[src/rtl/sevenseg_scan_pkg.sv]
// Shared definitions for the seven-segment scan driver: digit positions and
// active-high segment patterns, bit order {g,f,e,d,c,b,a} (bit 0 = a).
package sevenseg_scan_pkg;

  typedef enum logic [1:0] {
    POS_ONEMIN = 2'd0,
    POS_TENMIN = 2'd1,
    POS_ONEHR  = 2'd2,
    POS_TENHR  = 2'd3
  } digit_pos_t;

  localparam logic [6:0] SEG_0     = 7'h3F;
  localparam logic [6:0] SEG_1     = 7'h06;
  localparam logic [6:0] SEG_2     = 7'h5B;
  localparam logic [6:0] SEG_3     = 7'h4F;
  localparam logic [6:0] SEG_4     = 7'h66;
  localparam logic [6:0] SEG_5     = 7'h6D;
  localparam logic [6:0] SEG_6     = 7'h7D;
  localparam logic [6:0] SEG_7     = 7'h07;
  localparam logic [6:0] SEG_8     = 7'h7F;
  localparam logic [6:0] SEG_9     = 7'h6F;
  localparam logic [6:0] SEG_BLANK = 7'h00;

endpackage

[src/rtl/sevenseg_scan_bcd_to_7seg.sv]
// Combinational BCD to seven-segment decoder, active-high segments.
// Non-decimal codes decode to a dark digit.
module bcd_to_7seg
  import sevenseg_scan_pkg::*;
(
  input  logic [3:0] digit,
  output logic [6:0] seg
);

  always_comb begin
    seg = SEG_BLANK;
    case (digit)
      4'd0: seg = SEG_0;
      4'd1: seg = SEG_1;
      4'd2: seg = SEG_2;
      4'd3: seg = SEG_3;
      4'd4: seg = SEG_4;
      4'd5: seg = SEG_5;
      4'd6: seg = SEG_6;
      4'd7: seg = SEG_7;
      4'd8: seg = SEG_8;
      4'd9: seg = SEG_9;
      default: seg = SEG_BLANK;
    endcase
  end

endmodule

[src/rtl/sevenseg_scan.sv]
// Time-multiplexed 4-digit seven-segment driver with blinking colon on the
// ones-hour decimal point. All outputs are registered.
module sevenseg_scan
  import sevenseg_scan_pkg::*;
#(
  parameter int REFRESH_DIV = 100000,
  parameter int GUARD       = 2,
  parameter int BLANK_LEAD  = 1,
  parameter int ACTIVE_LOW  = 1
) (
  input  logic       clk100MHz,
  input  logic       rst,
  input  logic [3:0] tenhr,
  input  logic [3:0] onehr,
  input  logic [3:0] tenmin,
  input  logic [3:0] onemin,
  input  logic       sec_pulse,
  output logic [3:0] an,
  output logic [6:0] seg,
  output logic       dp
);

  localparam int         CW        = (REFRESH_DIV > 1) ? $clog2(REFRESH_DIV) : 1;
  localparam logic [CW-1:0] LAST   = CW'(REFRESH_DIV - 1);
  localparam logic [CW-1:0] GUARD_END = CW'(GUARD);
  localparam logic       POL       = (ACTIVE_LOW != 0);

  logic [CW-1:0] cnt;
  digit_pos_t    idx;
  logic          fresh;
  logic          colon_q;
  logic [3:0]    snap_tenhr, snap_onehr, snap_tenmin, snap_onemin;

  logic          wrap;
  logic          guard;
  logic [3:0]    digit;
  logic [6:0]    seg_hi;
  logic [3:0]    an_hi;
  logic          dp_hi;

  assign wrap  = (cnt == LAST);
  assign guard = (cnt < GUARD_END);

  always_comb begin
    digit = snap_onemin;
    case (idx)
      POS_ONEMIN: digit = snap_onemin;
      POS_TENMIN: digit = snap_tenmin;
      POS_ONEHR:  digit = snap_onehr;
      POS_TENHR:  digit = snap_tenhr;
      default:    digit = snap_onemin;
    endcase
  end

  bcd_to_7seg u_dec (
    .digit (digit),
    .seg   (seg_hi)
  );

  // Leading-zero blanking only suppresses the anode; cathodes still follow the decode.
  always_comb begin
    an_hi = '0;
    if (!guard && !((BLANK_LEAD != 0) && (idx == POS_TENHR) && (snap_tenhr == 4'd0)))
      an_hi[idx] = 1'b1;
    dp_hi = (idx == POS_ONEHR) && colon_q && !guard;
  end

  // fresh forces one snapshot load on the first clock after reset release.
  always_ff @(posedge clk100MHz or posedge rst) begin
    if (rst) begin
      cnt         <= '0;
      idx         <= POS_ONEMIN;
      fresh       <= 1'b1;
      colon_q     <= 1'b0;
      snap_tenhr  <= '0;
      snap_onehr  <= '0;
      snap_tenmin <= '0;
      snap_onemin <= '0;
    end else begin
      fresh <= 1'b0;
      cnt   <= wrap ? '0 : cnt + 1'b1;
      if (wrap)
        idx <= digit_pos_t'(idx + 2'd1);
      if (fresh || (wrap && idx == POS_TENHR)) begin
        snap_tenhr  <= tenhr;
        snap_onehr  <= onehr;
        snap_tenmin <= tenmin;
        snap_onemin <= onemin;
      end
      if (sec_pulse)
        colon_q <= ~colon_q;
    end
  end

  always_ff @(posedge clk100MHz or posedge rst) begin
    if (rst) begin
      an  <= {4{POL}};
      seg <= {7{POL}};
      dp  <= POL;
    end else begin
      an  <= an_hi ^ {4{POL}};
      seg <= seg_hi ^ {7{POL}};
      dp  <= dp_hi ^ POL;
    end
  end

endmodule
[config.mk]
export PLATFORM = sky130hd
export DESIGN_NAME = sevenseg_scan
export DESIGN_NICKNAME = d
export VERILOG_FILES = /design/src/rtl/sevenseg_scan_pkg.sv /design/src/rtl/sevenseg_scan_bcd_to_7seg.sv /design/src/rtl/sevenseg_scan.sv
export SDC_FILE = /design/constraint.sdc
export NUM_CORES = 1
export LEC_CHECK = 0
export ABC_CLOCK_PERIOD_IN_PS = 5980
export CAP_MARGIN = 20
export CORE_MARGIN = 10
export CORE_UTILIZATION = 45
export DETAILED_ROUTE_END_ITERATION = 8
export GPL_ROUTABILITY_DRIVEN = 1
export GPL_TIMING_DRIVEN = 1
export PLACE_DENSITY = 0.67
export SETUP_SLACK_MARGIN = 0.02
export SLEW_MARGIN = 20
export SYNTH_ARGS = -nofsm -noshare
export SYNTH_HDL_FRONTEND = slang
export SYNTH_SLANG_ARGS = --single-unit
[constraint.sdc]
create_clock -name clk100MHz -period 5.98 [get_ports clk100MHz]
set_input_delay 1.196 -clock clk100MHz [delete_from_list [all_inputs] [get_ports clk100MHz]]
set_output_delay 1.196 -clock clk100MHz [all_outputs]
set_load 0.01 [all_outputs]
==> flow_summary.json <==
{
  "clock_sinks": 49,
  "dpl-instance-area_um2": 2690,
  "netlist_instances": 190,
  "cp-startpoint": "seg[6]",
  "maxSlewViolCount": 0,
  "synthesis.yosys.warnings": 0,
  "share_of_layout_cells_above_drive_strength_1": 0.197,
  "core-area_um2": 5110,
  "number_of_hold_violations_in_the_final_report": 0,
  "wirelength_um": 4220,
  "max_cap_violations": 0,
  "post_cts.repair.setup_buffers": 0,
  "drt_first_iter_violations": 62,
  "outcome": "finished, final reports clean",
  "synth-seq-cells": 49,
  "syn-mean-instance-area_um2": 12.4,
  "fp.dieH_um": 92.3,
  "area.growth.synth_to_final_pct": 19.3,
  "avgViaCountPerCell": 5.06,
  "detailroute.via_count": 1482,
  "num_antenna_cells": 0,
  "cts-hold-fix-buffers": 0,
  "synth-seq-area-share": 0.528,
  "hold-worst-slack_ns": 0.468,
  "port_buffers": 30,
  "tritoncts": "yes",
  "setup.worst_path.class": "flip-flop to output port",
  "worst_path_max_delay_cell": "sky130_fd_sc_hd__clkdlybuf4s50_1",
  "timing.critical_path.depth": 1,
  "numCtsBuffers": 5,
  "die_x_um": 92.3,
  "globalRoute.totalOverflow": 0,
  "worst-r2r-setup-slack_ns": 3.59,
  "synthMostInstantiatedCell": "sky130_fd_sc_hd__dfrtp_1",
  "cts_root_buf": "sky130_fd_sc_hd__clkbuf_8",
  "timing.critical_path.slowest_cell_delay_ns": 0.54,
  "post-synth-top-area-cell": "sky130_fd_sc_hd__dfrtp_1",
  "postSynth.topFlopCell": "sky130_fd_sc_hd__dfrtp_1",
  "cellPowerDensity_nw_per_um2": 248,
  "grt_pass1_vias": 1498,
  "timing.setup.tns_ns": 0,
  "netlist_top_cells_count": "36 x sky130_fd_sc_hd__dfrtp_1, 13 x sky130_fd_sc_hd__dfstp_2, 12 x sky130_fd_sc_hd__nand2_1",
  "final.min_clock_period_ns": 2.55,
  "ff2ff_path_depth": 4,
  "r2r_startpoint": "cnt[11]",
  "track_usage": 0.104,
  "pre_cts_ws_ns": 3.50,
  "clk-insertion-delay-late_ns": 0.29,
  "grt_max_degree": 50,
  "finalCoreUtilization": 0.550,
  "startpoint_type": "flip-flop",
  "grt_first_pass_wirelength_um": 7320,
  "critical_path_arrival_ns": 1.36,
  "die-area_um2": 8530,
  "floorplan.initialDensity": 0.461,
  "fin_nets": 252,
  "number_of_nets_still_failing_antenna_checks_after_routing": 0,
  "i_o_pin_cnt": 31,
  "total_leakage_power_nw": 1.21,
  "synth.distinct_cells": 39,
  "drt-wirelength-per-cell_um": 14.4,
  "ys_top_cells_by_area": "sky130_fd_sc_hd__dfrtp_1 38%, sky130_fd_sc_hd__dfstp_2 15%, sky130_fd_sc_hd__mux2_4 6.4%",
  "mappedNetlistNets": 220,
  "critical_path.cell_chain": "clkdlybuf4s50_1",
  "timing.final.crit_share": 0.427,
  "class_of_the_tightest_hold_or_removal_check": "flip-flop to flip-flop",
  "reg2reg_to": "snap_onemin[1]",
  "crit_path_end": "seg[6]",
  "async_flop_share": 1.00,
  "cp.buffers_inverters": 1,
  "timing.fmax_mhz": 392,
  "finalSetupViolCount": 0,
  "dp_hpwl_um": 3030,
  "gp_congestion": 0.754,
  "drcViolationCount": 0,
  "cell_area_after_layout_um2": 2810,
  "ctsResizeCount": 0,
  "max_slew.worst_pin.slew_ns": 0.931,
  "synth-edff-count": 0,
  "htree_num_levels": 2,
  "max_slew_margin": 0.380,
  "crit_path_max_fanout": 1,
  "detailedRoute.firstPassIterationCount": 4,
  "yosys.area.top_type_share": 0.383,
  "synth.cell_area_um2": 2350,
  "cp.required_ns": 4.78,
  "layout_setup_ws_ns": 3.43,
  "rsz0062_at_grt": "false",
  "fillers": 442,
  "fin_worst_skew_ns": 0.00950,
  "worst_path_dominant_cell_family": "buffers and inverters",
  "antenna_found_initial": 0,
  "end_kind": "output port",
  "ir_worst_vdd_uv": 129,
  "core.rowCount": 26,
  "clk_pin_slew_ns": 0.08,
  "cts.path.max_buffers": 2
}
==> power by group <==
group          total (W)  internal, W  switching (W)
clock           0.000238     0.000136       0.000102
sequential      0.000372     0.000360      0.0000118
combinational  0.0000876    0.0000503      0.0000372
total           0.000698     0.000547       0.000151
==> worst min path at each step <==
stage	from	endpoint	slack, ns	cells past startpoint
after floorplan	colon_q	dp	0.42	1
final	colon_q	dp	0.47	1
after detailed placement	colon_q	dp	0.44	1
after global placement	colon_q	dp	0.44	1
after global routing	colon_q	dp	0.50	1
after CTS	colon_q	dp	0.48	1
==> cells by family after synthesis <==
family          share of synthesized area
compound gates                     0.0505
xor+xnor                           0.0558
buf+inv                            0.0393
simple gates                        0.128
mux                                 0.139
other cells                       0.00159
flops                               0.528
fa+ha+maj                          0.0584
==> flip-flops by register name (all words and copies together), names as in the netlist <==
signal	cells
an	4
cnt	17
colon_q	1
dp	1
fresh	1
idx	2
seg	7
snap_onehr	4
snap_onemin	4
snap_tenhr	4
snap_tenmin	4
==> layout make-up <==
type                    count  area (µm²)  share of cell area
flip-flops and latches     49        1240               0.442
clock inverters             1        30.0              0.0107
clock buffers               7        86.3              0.0307
inverters                  11        42.5              0.0151
repair buffers             30         300               0.107
multi-input cells         125        1020               0.363
well taps                  70        87.6              0.0312
==> cells in the final DEF (no fill, tap or decap), types with 5 or more instances in the layout <==
cell,n
sky130_fd_sc_hd__a21oi_1,8
sky130_fd_sc_hd__clkbuf_8,6
sky130_fd_sc_hd__clkdlybuf4s50_1,30
sky130_fd_sc_hd__dfrtp_1,36
sky130_fd_sc_hd__dfstp_2,13
sky130_fd_sc_hd__ha_1,11
sky130_fd_sc_hd__inv_1,10
sky130_fd_sc_hd__mux2_2,8
sky130_fd_sc_hd__mux2_4,10
sky130_fd_sc_hd__mux2i_1,5
sky130_fd_sc_hd__nand2_1,12
sky130_fd_sc_hd__nand3_1,10
sky130_fd_sc_hd__nor2_1,9
sky130_fd_sc_hd__nor3_1,5
sky130_fd_sc_hd__xnor2_1,10
sky130_fd_sc_hd__xor2_1,5
==> per-stage QoR <==
step / power, W / cells
6_report: 0.000698 / 293
5_1_grt: 0.000730 / 293
4_1_cts: 0.000708 / 293
3_5_place_dp: 0.000467 / 285
3_3_place_gp: 0.000466 / 285
2_1_floorplan: 0.000429 / 190
==> metal layers <==
metal,part of all wire,global-route usage
met1,0.49,0.143
met2,0.45,0.155
met3,0.050,0.0291
met4,0.011,0.0308
met5,0,0
(Power assumes the default switching activity.)
